[config.mk]
export PLATFORM = sky130hd
export DESIGN_NAME = fwd_hazard_unit
export DESIGN_NICKNAME = d
export VERILOG_FILES = /design/src/rtl/fwd_hazard_unit.sv
export SDC_FILE = /design/constraint.sdc
export NUM_CORES = 1
export LEC_CHECK = 0
export CAP_MARGIN = 20
export CORE_ASPECT_RATIO = 0.8
export CORE_MARGIN = 3
export CORE_UTILIZATION = 40
export CTS_BUF_LIST = sky130_fd_sc_hd__clkbuf_8
export CTS_CLUSTER_DIAMETER = 200
export DETAILED_ROUTE_END_ITERATION = 12
export PLACE_DENSITY_LB_ADDON = 0.15
export SLEW_MARGIN = 20
export SYNTH_ARGS = -nofsm -noshare
export SYNTH_HDL_FRONTEND = slang
export SYNTH_SLANG_ARGS = --single-unit
[constraint.sdc]
create_clock -name clk_i -period 2.85 [get_ports clk_i]
set_input_delay 0.57 -clock clk_i [delete_from_list [all_inputs] [get_ports clk_i]]
set_output_delay 0.57 -clock clk_i [all_outputs]
set_load 0.02 [all_outputs]
[src/rtl/fwd_hazard_unit.sv]
// fwd_hazard_unit: EX-stage forwarding selects plus a single IF/ID stall for
//   load-use, MDU RAW/WAW and MDU structural hazards; tracks its own
//   EX/MEM/WB destination tags and a fixed-latency MDU countdown.
// Latency: stall_o and fwd_sel_o are combinational from ID inputs and registered
//   state (0 cycles); all tags, the MDU counter and mdu_* outputs are registered.
// Backpressure: none accepted; stall_o holds PC and IF/ID and inserts an EX bubble.
// Ports:
//   clk_i, rst_i            clock (rising edge), async active-high reset
//   id_*_i                  decoded ID-stage instruction (valid, sources, dest, kind)
//   stall_o                 hold IF/ID, bubble into EX
//   fwd_sel_o               per-source EX operand select (00 RF, 01 WB, 10 MEM, 11 MDU)
//   mdu_busy_o/done_o/rd_o  MDU countdown non-zero / result valid / destination
module fwd_hazard_unit #(
  parameter int NUM_SRC = 2,
  parameter int REG_AW  = 5,
  parameter int MDU_LAT = 4
) (
  input  logic                      clk_i,
  input  logic                      rst_i,
  input  logic                      id_valid_i,
  input  logic [NUM_SRC*REG_AW-1:0] id_rs_i,
  input  logic [NUM_SRC-1:0]        id_rs_used_i,
  input  logic [REG_AW-1:0]         id_rd_i,
  input  logic                      id_regwrite_i,
  input  logic                      id_is_load_i,
  input  logic                      id_is_mdu_i,
  output logic                      stall_o,
  output logic [2*NUM_SRC-1:0]      fwd_sel_o,
  output logic                      mdu_busy_o,
  output logic                      mdu_done_o,
  output logic [REG_AW-1:0]         mdu_rd_o
);

  localparam int CW = $clog2(MDU_LAT + 1);

  // EX tag
  logic                      r_ex_valid;
  logic [NUM_SRC*REG_AW-1:0] r_ex_rs;
  logic [NUM_SRC-1:0]        r_ex_rs_used;
  logic [REG_AW-1:0]         r_ex_rd;
  logic                      r_ex_regwrite;
  logic                      r_ex_is_load;
  logic                      r_ex_is_mdu;
  // MEM / WB tags
  logic [REG_AW-1:0]         r_mem_rd;
  logic                      r_mem_regwrite;
  logic [REG_AW-1:0]         r_wb_rd;
  logic                      r_wb_regwrite;
  // MDU tracking
  logic [CW-1:0]             r_cnt;
  logic [REG_AW-1:0]         r_mdu_rd;
  logic                      r_mdu_last;

  logic                      w_stall;
  logic                      w_issue;
  logic                      w_mdu_pend;
  logic                      w_ex_ld_live;
  logic                      w_mem_live;
  logic                      w_wb_live;
  logic                      w_ld_use;
  logic                      w_raw;
  logic                      w_waw;
  logic                      w_struct;
  logic [2*NUM_SRC-1:0]      w_fwd;

  assign w_issue      = id_valid_i && !w_stall;
  // cnt>=2 means the result is not yet visible even on the done cycle's forward path
  assign w_mdu_pend   = (r_cnt >= CW'(2));
  assign w_ex_ld_live = r_ex_valid && r_ex_is_load && r_ex_regwrite && (r_ex_rd != '0);
  assign w_mem_live   = r_mem_regwrite && (r_mem_rd != '0);
  assign w_wb_live    = r_wb_regwrite && (r_wb_rd != '0);

  // Source-match hazards against the load in EX and the in-flight MDU op.
  always_comb begin
    w_ld_use = 1'b0;
    w_raw    = 1'b0;
    for (int i = 0; i < NUM_SRC; i++) begin
      if (id_rs_used_i[i]) begin
        if (w_ex_ld_live && (id_rs_i[i*REG_AW +: REG_AW] == r_ex_rd))
          w_ld_use = 1'b1;
        if (w_mdu_pend && (r_mdu_rd != '0) && (id_rs_i[i*REG_AW +: REG_AW] == r_mdu_rd))
          w_raw = 1'b1;
      end
    end
  end

  assign w_waw    = w_mdu_pend && id_regwrite_i && (id_rd_i != '0) && (id_rd_i == r_mdu_rd);
  assign w_struct = w_mdu_pend && id_is_mdu_i;
  assign w_stall  = id_valid_i && (w_ld_use || w_raw || w_waw || w_struct);

  // Forwarding priority: MDU result (only the cycle after done), then MEM, then WB.
  always_comb begin
    w_fwd = '0;
    for (int i = 0; i < NUM_SRC; i++) begin
      if (r_ex_valid && r_ex_rs_used[i] && (r_ex_rs[i*REG_AW +: REG_AW] != '0)) begin
        if (r_mdu_last && (r_ex_rs[i*REG_AW +: REG_AW] == r_mdu_rd))
          w_fwd[2*i +: 2] = 2'b11;
        else if (w_mem_live && (r_mem_rd == r_ex_rs[i*REG_AW +: REG_AW]))
          w_fwd[2*i +: 2] = 2'b10;
        else if (w_wb_live && (r_wb_rd == r_ex_rs[i*REG_AW +: REG_AW]))
          w_fwd[2*i +: 2] = 2'b01;
      end
    end
  end

  always_ff @(posedge clk_i or posedge rst_i) begin
    if (rst_i) begin
      r_ex_valid     <= 1'b0;
      r_ex_rs        <= '0;
      r_ex_rs_used   <= '0;
      r_ex_rd        <= '0;
      r_ex_regwrite  <= 1'b0;
      r_ex_is_load   <= 1'b0;
      r_ex_is_mdu    <= 1'b0;
      r_mem_rd       <= '0;
      r_mem_regwrite <= 1'b0;
      r_wb_rd        <= '0;
      r_wb_regwrite  <= 1'b0;
      r_cnt          <= '0;
      r_mdu_rd       <= '0;
      r_mdu_last     <= 1'b0;
    end else begin
      if (w_issue) begin
        r_ex_valid    <= 1'b1;
        r_ex_rs       <= id_rs_i;
        r_ex_rs_used  <= id_rs_used_i;
        r_ex_rd       <= id_rd_i;
        r_ex_regwrite <= id_regwrite_i;
        r_ex_is_load  <= id_is_load_i;
        r_ex_is_mdu   <= id_is_mdu_i;
      end else begin
        r_ex_valid    <= 1'b0;
        r_ex_rs_used  <= '0;
        r_ex_regwrite <= 1'b0;
        r_ex_is_load  <= 1'b0;
        r_ex_is_mdu   <= 1'b0;
      end
      // MDU ops write back through mdu_done_o, never through MEM/WB
      r_mem_rd       <= r_ex_rd;
      r_mem_regwrite <= r_ex_valid && r_ex_regwrite && !r_ex_is_mdu;
      r_wb_rd        <= r_mem_rd;
      r_wb_regwrite  <= r_mem_regwrite;
      // Reload wins over decrement so an MDU op may issue on the done cycle
      if (w_issue && id_is_mdu_i) begin
        r_cnt    <= CW'(MDU_LAT);
        r_mdu_rd <= id_rd_i;
      end else if (r_cnt != '0) begin
        r_cnt <= r_cnt - CW'(1);
      end
      r_mdu_last <= (r_cnt == CW'(1));
    end
  end

  assign stall_o    = w_stall;
  assign fwd_sel_o  = w_fwd;
  assign mdu_busy_o = (r_cnt != '0);
  assign mdu_done_o = (r_cnt == CW'(1));
  assign mdu_rd_o   = r_mdu_rd;

endmodule

-- Word level (Yosys, flattened, before mapping)
Index checks and enable logic that the tools add are counted.
- add/sub/neg operators: 1
- order comparisons: 1
- equality and inequality tests: 12
- mux-type cells: 23
- reduce and logical (&&, ||, !) cells: 43
- operators with widths (kind ; number):
    5-bit == test ; 11
    5-bit nonzero test ; 7
    1-bit logical AND ; 29
    1-bit 2-to-1 mux ; 14
    2-bit 2-to-1 mux ; 7
    3-bit 2-to-1 mux ; 2
    3-bit by 1-bit == test with 1-bit output (second input constant) ; 1
    3-bit by 2-bit greater-or-equal comparator with 1-bit output (second input constant) ; 1
    1-bit logical OR ; 3
    3-bit nonzero test ; 1
    3-bit by 1-bit subtractor with 3-bit output (second input constant) ; 1
    1-bit zero test ; 2
    2-bit nonzero test ; 1
- flip-flop bits (word level): 42
- bits of input ports: 23
- output and inout bits: 12
- logic and storage cells: 94

-- Depth between registers and ports, before layout
Gate-level depths: netlist of the first run.
- depth after elaboration: 16
- mapped depth: 8
- mapped depth without buffers: 7

-- Worst setup path before layout of the first run
No wires, ideal clock.
- path kind: flip-flop to output port
- start: register r_mdu_rd[4] (netlist: mdu_rd_o[4])
- end: output port stall_o
- data arrival time: 1.831 ns
- data required time: 2.280 ns
- slack: 0.449 ns
- stages on the path, launching flop included: 7
- buffers on the path: 1
- cells stage by stage: dfrtp_1 > buf_2 > or2_2 > o21ai_1 > a41oi_1 > a2bb2oi_1 > a21boi_0
- cells in the longest elaborated chain, start to end: 11
- elaborated cells between the ends (all ways): 16
- those cells by class: 3 x eq/ne; 4 x mux; 9 x reduce/logical
- RTL lines (what ; RTL line ; source):
    from (decl) ; 51 ; logic [REG_AW-1:0] r_mdu_rd;
    from (signal assigned) ; 146 ; r_mdu_rd <= id_rd_i;
    5-bit nonzero test ; 81 ; if (w_mdu_pend && (r_mdu_rd != '0) && (id_rs_i[i*REG_AW +: REG_AW] == r_mdu_rd))
    1-bit logical AND (2 in a row) ; 81 ;
    1-bit 2-to-1 mux ; 81 ;
    1-bit 2-to-1 mux ; 78 ; if (id_rs_used_i[i]) begin
    1-bit 2-to-1 mux ; 81 ;
    1-bit 2-to-1 mux ; 78 ;
    1-bit logical OR ; 89 ; assign w_stall = id_valid_i && (w_ld_use || w_raw || w_waw || w_struct);
    1-bit logical OR * (2 in a row) ; 89 ;
    1-bit logical AND * ; 89 ;
    to (decl) ; 27 ; output logic stall_o,
Mark *: on every way between the ends. The rest lies on a longest branch, timed or not.

-- Final worst setup path of the first run
- start: input port id_rs_i[2]
- end: output port stall_o
- cells in the longest elaborated chain, start to end: 10
- elaborated cells between the ends (all ways): 16
- those cells by class: 2 x eq/ne; 8 x mux; 6 x reduce/logical
- RTL lines (what ; RTL line ; source):
    from (decl) ; 21 ; input logic [NUM_SRC*REG_AW-1:0] id_rs_i,
    5-bit == test, on equally long branches ; 79, 81 ;
    1-bit logical AND, on equally long branches ; 79, 81 ;
    1-bit 2-to-1 mux, on equally long branches ; 79, 81 ;
    1-bit 2-to-1 mux ; 78 ;
    1-bit 2-to-1 mux, on equally long branches ; 79, 81 ;
    1-bit 2-to-1 mux ; 78 ;
    1-bit logical OR * (3 in a row) ; 89 ;
    1-bit logical AND * ; 89 ;
Marks and branches as above.

==> impl_metrics.tcl, run 1 <==
set metrics [dict create \
    power_frac_seq_pct 41.1 \
    vdd_drop_max_mv 0.433 \
    hold_buffers 0 \
    die-area_um2 6890 \
    synth.distinct_cells 36 \
    fp-row-count 24 \
    seq_area_frac_synth_pct 44.3 \
    crit_type "input pin to output port" \
    synth_fp_nets 228 \
    h-tree-depth 2 \
    relSlewSlack_pct 64.1 \
    finish.utilization_pct 55.7 \
    fill_cells 503 \
    drive_gt1_share_pct 27.0 \
    p_sw_uw 1150 \
    port_buffers 34 \
    ys_ff_latch 42 \
    syn_to_final_growth_pct 31.1 \
    worst_pin_slew_ps 538 \
    ys_async_sr_fraction_pct 100 \
    routabilityCongestion 0.829 \
    combPwrFrac_pct 43.7 \
    clock_power_share_pct 15.2 \
    setup_violations 0 \
    p_sw_share_pct 37.9 \
    yosysMostFrequentCell "dfrtp_1" \
    yosys.area.top_type "dfrtp_1" \
    layout.nets 289 \
    cp_max_fo 3 \
    clockBufferDepth 2 \
    num_antenna_cells 0 \
    fin_setup_tns_ps 0 \
    ios 35 \
    avgRoutedWirePerCell_um 15.5 \
    p_int_uw 1880 \
    clk_latency_ps 290 \
    cts_tree "yes" \
    drt-total-wl_mm 5.29 \
    cts_inserted_buffers 5 \
    netlist.area_leader.share_pct 44.3 \
    synth_ff_type "dfrtp_1" \
    syn_avg_cell_area_um2 11.8 \
    die_y_um 74.9 \
    grt_max_degree 43 \
    antenna_left 0 \
    grt_antenna_before_repair 0 \
    placed_area_um2 2950 \
    drc_errors 0 \
    design_area_um2 3110 \
    grt_pass1_wl_mm 8.63 \
    grt-ovfl-total 0 \
    period_needed_ps 2770 \
    synth_edf_count 0 \
    syn_area_um2 2370 \
    viasPerCell 4.78 \
    max_freq_mhz 361 \
    synthTopCellsByArea "dfrtp_1 (44%), mux2_4 (13%), xor2_1 (12%)" \
    start_util_pct 42.5 \
    status "finished, final reports clean" \
    arrival_ps 2200 \
    max_cap_violations 0 \
    grt_usage_pct 16.4 \
    synth_common_cells "dfrtp_1 (42), xor2_1 (33), xnor2_1 (22), mux2_4 (20), nor2_1 (11)" \
    leakage_uw 0.00140 \
    first_pass_iters 4 \
    grt_pass1_vias 1658 \
    finalClockSkew_ps 7.94 \
    die_width_um 92.1 \
    synth_warnings 0 \
    vias 1630 \
    syn_inst 201 \
    required_ps 2280 \
    fp.coreArea_um2 5590 \
    drtIter0Drc 51 \
    hold_viol 0 \
    clk_pin_slew_ps 80 \
    startpoint_type "input pin" \
    power_density_nw_per_um2 976 \
    fin_crit_sh_pct 97.2 \
    numClockSinks 42 \
    hpwl_mm 4.02 \
    root_buffer "clkbuf_8" \
    cp-end-kind "output port" \
    hold_path.class "flip-flop to flip-flop" \
    maxSlewViolCount 0 \
]
[path summary, 6_finish.rpt]
check / startpoint / endpoint / slack [ps] / depth (start not counted)
max: id_rs_i[2] / stall_o / 80 / 7
min: r_ex_is_mdu$_DFF_PP0_ / r_mem_regwrite$_DFF_PP0_ / 390 / 1
max reg2reg: r_ex_rd[0]$_DFFE_PP0N_ / mdu_rd_o[3]$_DFFE_PP0P_ / 590 / 6
min reg2reg: r_ex_is_mdu$_DFF_PP0_ / r_mem_regwrite$_DFF_PP0_ / 390 / 1
max in group asynchronous: rst_i / r_ex_rs[8]$_DFFE_PP0N_ / 1750 / 3
min in group asynchronous: rst_i / r_mem_regwrite$_DFF_PP0_ / 710 / 3
[state kept, by name, indices dropped and copies added (netlist names)]
signal / count
r_wb_regwrite: 1
r_ex_regwrite: 1
r_mem_rd: 5
r_ex_valid: 1
r_wb_rd: 5
r_cnt: 3
r_mem_regwrite: 1
r_ex_rs_used: 2
r_ex_is_mdu: 1
mdu_rd_o: 5
r_ex_rs: 10
r_ex_rd: 5
r_ex_is_load: 1
r_mdu_last: 1
[layer usage]
| metal | vias to the layer above | track usage [%] | routed length [µm] |
|---|---|---|---|
| met2 | 29 | 25.7 | 2390 |
| li1 | 817 | - | - |
| met1 | 779 | 23.3 | 2690 |
| met3 | 5 | 4.10 | 157 |
| met4 | 0 | 3.95 | 48 |
| met5 | - | 0 | 0 |
[cell families (layout without fill, tap and decap cells)]
family,after synthesis,after routing,share of synthesized area [%]
buffers and inverters,16,78,4.22
flip-flops,42,42,44.3
adder cells (fa/ha/maj),4,4,2.11
XOR/XNOR,55,55,20.3
multiplexers,20,20,12.7
AND/OR/NAND/NOR,47,47,11.2
AO/OA/AOI/OAI,17,17,5.17
[power groups by stage]
stage | sequential, µW | clock (µW) | combinational, µW
3_3_place_gp | 1260 | 0 | 1280
2_1_floorplan | 1120 | 0 | 972
4_1_cts | 1250 | 475 | 1300
5_1_grt | 1290 | 503 | 1450
6_report | 1250 | 460 | 1330
3_5_place_dp | 1260 | 0 | 1290
[per-stage QoR]
| step | hold slack [ps] | power, µW | cells | setup WS, ps |
|---|---|---|---|---|
| after detailed placement | 381 | 2550 | 332 | -408 |
| after CTS | 394 | 3030 | 340 | 18.7 |
| after global placement | 382 | 2540 | 332 | -407 |
| after global routing | 407 | 3240 | 341 | -7.11 |
| after floorplan | 348 | 2090 | 201 | 449 |
| final | 391 | 3040 | 341 | 81.2 |
[layout by cell type (no fill, tap or decap), types with 2 or more instances in the layout]
| master | synthesis | layout |
|---|---|---|
| nor2_1 | 11 | 11 |
| nor4_2 | 0 | 3 |
| a21oi_1 | 3 | 3 |
| ha_1 | 4 | 4 |
| or4_1 | 6 | 6 |
| inv_1 | 8 | 9 |
| buf_4 | 3 | 27 |
| dfrtp_1 | 42 | 40 |
| nand2_1 | 3 | 3 |
| nor3_1 | 3 | 2 |
| dfrtp_2 | 0 | 2 |
| clkbuf_8 | 0 | 5 |
| dlygate4sd2_1 | 0 | 2 |
| xnor2_1 | 22 | 22 |
| nor2b_1 | 2 | 2 |
| nand3_1 | 5 | 5 |
| o211ai_1 | 2 | 2 |
| nand4_1 | 3 | 3 |
| nor4_1 | 9 | 6 |
| xor2_1 | 33 | 33 |
| dlymetal6s2s_1 | 0 | 2 |
| mux2_4 | 20 | 20 |
| clkdlybuf4s50_1 | 0 | 27 |
[critical path, stage by stage]
cell,delay (ps)
clkdlybuf4s50_1,560
xnor2_1,140
nand4_1,110
o32ai_2,340
a2bb2oi_2,110
a21boi_0,170
buf_2,190
[final cells by class]
class                   instances  area [µm²]  area share [%]
multi-input cells             143        1260            40.6
flip-flops and latches         42        1050            33.9
repair buffers                 62         557            17.9
well taps                      78        97.6            3.14
clock buffers                   5        68.8            2.21
clock inverters                 3        41.3            1.33
inverters                       8        30.0           0.966
[repair_timing]
| item | 4_1_cts | 5_1_grt |
|---|---|---|
| buffers inserted | 0 | 1 |
| endpoints found under the setup margin | 5 | 3 |
| resized for setup | 15 | 10 |
| pin swaps | 0 | 1 |
Power figures use the tool's default switching activity.
==> inputs of run 2 (changes only) <==
--- a/config.mk
+++ b/config.mk
@@ -13,6 +13,7 @@
 export CTS_CLUSTER_DIAMETER = 200
 export DETAILED_ROUTE_END_ITERATION = 12
 export PLACE_DENSITY_LB_ADDON = 0.15
+export RECOVER_POWER = 25
 export SLEW_MARGIN = 20
 export SYNTH_ARGS = -nofsm -noshare
 export SYNTH_HDL_FRONTEND = slang
==> impl_metrics.tcl, run 2 (synthesis gave the netlist of run 1 again) <==
set metrics [dict create \
    leakage_uw 0.00139 \
    worst_r2r_path_depth 6 \
    clk_latency_ps 290 \
    cp_max_fo 3 \
    first_pass_iters 4 \
    arrival_ps 2200 \
    fp.coreArea_um2 5590 \
    maxSlewViolCount 0 \
    top_register "r_ex_rs" \
    post-place-ws_ps -408 \
    path_cells "clkdlybuf4s50_1, xnor2_1, nand4_1, o32ai_2, a2bb2oi_2, a21boi_0, buf_2" \
    vdd_drop_max_mv 0.432 \
    fin_setup_tns_ps 0 \
    setup_violations 0 \
    fp-row-count 24 \
    viasPerCell 4.80 \
    die_width_um 92.1 \
    hold_ws_ps 391 \
    layout_commonest_cell "dfrtp_1" \
    h-tree-depth 2 \
    hold_buffers 0 \
    avgRoutedWirePerCell_um 15.5 \
    hold_path.class "flip-flop to flip-flop" \
    die-area_um2 6890 \
    drt-total-wl_mm 5.30 \
    drc_errors 0 \
    ff2ff_setup_slack_ps 590 \
    final_cell_mix "dfrtp_1 (40), xor2_1 (33), clkdlybuf4s50_1 (26)" \
    p_sw_uw 1150 \
    root_buffer "clkbuf_8" \
    critPathLaunch "id_rs_i[2]" \
    cp_top_family "buffers and inverters" \
    routabilityCongestion 0.829 \
    placed_area_um2 2950 \
    syn_to_final_growth_pct 30.4 \
    design_area_um2 3090 \
    grt-ovfl-total 0 \
    hold_viol 0 \
    num_antenna_cells 0 \
    p_int_uw 1860 \
    power_frac_seq_pct 41.4 \
    clock_power_share_pct 15.3 \
    largest_reg_flops 10 \
    layout.nets 289 \
    startpoint_type "input pin" \
    antenna_left 0 \
    power_density_nw_per_um2 975 \
    numClockSinks 42 \
    grt_usage_pct 16.4 \
    finalClockSkew_ps 7.68 \
    slowest_delay_ps 560 \
    drive_gt1_share_pct 25.5 \
    clockBufferDepth 2 \
    port_buffers 34 \
    timing.rr.end "mdu_rd_o[3]$_DFFE_PP0P_" \
    combPwrFrac_pct 43.3 \
    grt_pass1_wl_mm 8.63 \
    relSlewSlack_pct 30.2 \
    cts_inserted_buffers 5 \
    grt_max_degree 43 \
    start_util_pct 42.5 \
    p_sw_share_pct 38.2 \
    finish.utilization_pct 55.4 \
    status "finished, final reports clean" \
    drtIter0Drc 49 \
    crit_cells 7 \
    fin_crit_sh_pct 97.1 \
    grt_pass1_vias 1658 \
    hpwl_mm 4.02 \
    grt_antenna_before_repair 0 \
    crit_type "input pin to output port" \
    die_y_um 74.9 \
    clk_pin_slew_ps 80 \
    period_needed_ps 2770 \
    vias 1638 \
    cts_tree "yes" \
    max_freq_mhz 361 \
    ios 35 \
    worst_pin_slew_ps 1050 \
    cp.buffers_inverters 2 \
    max_cap_violations 0 \
    cp-end-kind "output port" \
    setup_slack_ps 81.3 \
    required_ps 2280 \
    timing.rr.start "r_ex_rd[0]$_DFFE_PP0N_" \
    slowest_stage "clkdlybuf4s50_1" \
    crit_end "stall_o" \
]
run 2: cell types whose count changed in the layout (fill, tap and decap cells not counted), sizes merged:
cell,delta
clkdlybuf4s50,-1
buf,-5
clkbuf,+5
dlygate4sd3,+1
run 2: worst reg2reg max path: stages (launching register included):
cell and delay [ps]:
dfrtp_1 470, or4_1 560, o2111ai_1 230, a21o_2 140, buf_4 110, and4_4 330
mux2_4 310
run 2: repair_timing:
item	CTS	global route
gates resized for setup	15	10
setup endpoints to repair	5	3
pin swaps	0	1
buffers inserted	0	1
run 2: final cells by class:
cell class                      count  area, µm²
Timing Repair Buffer               62        539
Inverter                            8       30.0
Fill cell                         504       2490
Clock buffer                        5       68.8
Clock inverter                      3       41.3
Sequential cell                    42       1050
Multi-Input combinational cell    143       1260
Tap cell                           78       97.6
run 2: power by group through the flow:
stage,clock network [µW],registers [µW],logic [µW]
floorplan,0,1120,972
global placement,0,1260,1280
detailed placement,0,1260,1290
CTS,475,1250,1300
global route,503,1290,1430
finish,460,1250,1310
run 2: per-stage QoR:
step / power, µW / std cells
4_1_cts: 3030 / 340
3_5_place_dp: 2550 / 332
6_report: 3010 / 341
3_3_place_gp: 2540 / 332
2_1_floorplan: 2090 / 201
5_1_grt: 3220 / 341
run 2: layer usage:
| layer | routed length [µm] | global-route usage (%) |
|---|---|---|
| met1 | 2700 | 23.3 |
| met2 | 2390 | 25.7 |
| met3 | 157 | 4.10 |
| met4 | 48 | 3.95 |
| met5 | 0 | 0 |
run 2: worst min-delay path by stage:
stage / cells after the start / start / end
after floorplan: 0 / r_mem_regwrite$_DFF_PP0_ / r_wb_regwrite$_DFF_PP0_
after global placement: 1 / r_ex_is_mdu$_DFF_PP0_ / r_mem_regwrite$_DFF_PP0_
after detailed placement: 1 / r_ex_is_mdu$_DFF_PP0_ / r_mem_regwrite$_DFF_PP0_
after CTS: 1 / r_ex_is_mdu$_DFF_PP0_ / r_mem_regwrite$_DFF_PP0_
after global routing: 1 / r_ex_is_mdu$_DFF_PP0_ / r_mem_regwrite$_DFF_PP0_
final: 1 / r_ex_is_mdu$_DFF_PP0_ / r_mem_regwrite$_DFF_PP0_
==> inputs of run 3 (changes only) <==
--- a/config.mk
+++ b/config.mk
@@ -5,13 +5,14 @@
 export SDC_FILE = /design/constraint.sdc
 export NUM_CORES = 1
 export LEC_CHECK = 0
-export CAP_MARGIN = 20
+export CAP_MARGIN = 10
 export CORE_ASPECT_RATIO = 0.8
 export CORE_MARGIN = 3
-export CORE_UTILIZATION = 40
+export CORE_UTILIZATION = 56
 export CTS_BUF_LIST = sky130_fd_sc_hd__clkbuf_8
 export CTS_CLUSTER_DIAMETER = 200
 export DETAILED_ROUTE_END_ITERATION = 12
+export GPL_ROUTABILITY_DRIVEN = 0
 export PLACE_DENSITY_LB_ADDON = 0.15
 export RECOVER_POWER = 25
 export SLEW_MARGIN = 20
==> impl_metrics.tcl, run 3 (synthesis gave the netlist of run 1 again) <==
set metrics [dict create \
    relSlewSlack_pct 33.2 \
    die_width_um 78.8 \
    maxSlewViolCount 0 \
    num_antenna_cells 0 \
    finalClockSkew_ps 8.89 \
    grt_antenna_before_repair 0 \
    slowest_stage "clkdlybuf4s50_1" \
    grt_usage_pct 23.6 \
    status "finished, final reports clean" \
    slowest_delay_ps 480 \
    cts_inserted_buffers 5 \
    worst_pin_slew_ps 1000 \
    viasPerCell 5.44 \
    fin_crit_sh_pct 98.6 \
    startpoint_type "input pin" \
    drc_errors 0 \
    layout_commonest_cell "dfrtp_1" \
    numPlacedInstances 304 \
    syn_to_final_growth_pct 27.3 \
    numClockSinks 42 \
    power_frac_seq_pct 40.2 \
    first_pass_iters 4 \
    fp-row-count 20 \
    vdd_drop_max_mv 0.685 \
    cp_max_fo 3 \
    cp-end-kind "output port" \
    crit_type "input pin to output port" \
    antenna_left 0 \
    leakage_uw 0.00138 \
    clock_power_share_pct 18.4 \
    vias 1698 \
    top_register "r_ex_rs" \
    drive_gt1_share_pct 22.6 \
    fp.coreArea_um2 3930 \
    grt_pass1_vias 1814 \
    grt-ovfl-total 0 \
    period_needed_ps 2810 \
    grt_pass1_wl_mm 8.96 \
    cts_tree "yes" \
    clockBufferDepth 2 \
    clk_latency_ps 300 \
    p_sw_uw 1160 \
    power_density_nw_per_um2 1020 \
    hold_buffers 0 \
    required_ps 2280 \
    fin_setup_tns_ps 0 \
    max_freq_mhz 356 \
    hold_viol 0 \
    drt-total-wl_mm 5.46 \
    avgRoutedWirePerCell_um 17.5 \
    hpwl_mm 4.02 \
    ios 35 \
    die-area_um2 5060 \
    h-tree-depth 2 \
    cts_setup_buffers 0 \
    stdcell_count 312 \
    drtIter0Drc 83 \
    max_cap_violations 0 \
    largest_reg_flops 10 \
    combPwrFrac_pct 41.4 \
    start_util_pct 60.4 \
    setup_violations 0 \
    arrival_ps 2240 \
    path_cells "clkdlybuf4s50_1, xor2_1, nor4_2, nand3_1, a21o_2, a21boi_0, buf_2" \
    fill_cells 272 \
    root_buffer "clkbuf_8" \
    hold_path.class "flip-flop to flip-flop" \
    final_cell_mix "dfrtp_1 (40), xor2_1 (33), clkdlybuf4s50_1 (26)" \
    port_buffers 34 \
    clk_pin_slew_ps 90 \
    p_int_uw 1930 \
    grt_max_degree 43 \
    die_y_um 64.2 \
    p_sw_share_pct 37.5 \
    layout.nets 283 \
    grt_setup_unrepaired "true" \
]
==> run 3: area by class of cell <==
type	count	area [µm²]	area share (%)
Clock buffer	5	68.8	2.28
Timing Repair Buffer	56	488	16.2
Clock inverter	3	68.8	2.28
Inverter	8	30.0	0.995
Multi-Input combinational cell	143	1240	41.1
Sequential cell	42	1050	34.9
Tap cell	55	68.8	2.28
==> run 3: metrics by stage <==
stage / worst slack, ps / utilization, % / power, µW / hold slack [ps] / area (µm²)
after floorplan: 449 / - / 2090 / 348 / 2370
after global placement: -366 / 73.5 / 2460 / 383 / 2890
after detailed placement: -453 / 73.5 / 2530 / 384 / 2890
after CTS: -18.7 / 76.8 / 3100 / 413 / 3020
after global routing: -62.3 / 76.8 / 3280 / 430 / 3020
final: 40.1 / 76.8 / 3090 / 413 / 3020
==> run 3: final timing paths <==
kind                                         from                       end  slack (ps)  depth (start not counted)
min                         r_ex_is_mdu$_DFF_PP0_  r_mem_regwrite$_DFF_PP0_         410                          1
min reg2reg                 r_ex_is_mdu$_DFF_PP0_  r_mem_regwrite$_DFF_PP0_         410                          1
max reg2reg                r_ex_rd[0]$_DFFE_PP0N_   mdu_rd_o[0]$_DFFE_PP0P_         740                          5
min in group asynchronous                   rst_i      r_mdu_last$_DFF_PP0_        1020                          3
max                                    id_rs_i[4]                   stall_o          40                          7
max in group asynchronous                   rst_i   mdu_rd_o[1]$_DFFE_PP0P_        1150                          3
==> run 3: critical path: cells and delay by family <==
kind | cells | cell delay [ps]
buffers and inverters | 2 | 680
xor gates and xnor gates | 1 | 180
and+or+nand+nor | 2 | 390
AOI/OAI and AO/OA | 2 | 430
==> run 3: repair_timing <==
item	in CTS	in global routing
resized for setup	13	8
setup endpoints to repair	5	3
pin swaps	0	0
==> run 3: metal layers <==
layer	routed length, µm	global-route usage, %
met1	2430	29.8
met3	231	5.49
met5	0	0
met2	2690	38.9
met4	114	9.83
==> run 3: power by group through the flow <==
stage / sequential (µW) / combinational [µW] / clock [µW]
after floorplan: 1120 / 972 / 0
after global placement: 1220 / 1250 / 0
after detailed placement: 1240 / 1290 / 0
after CTS: 1230 / 1300 / 575
after global routing: 1270 / 1400 / 607
final: 1240 / 1280 / 567
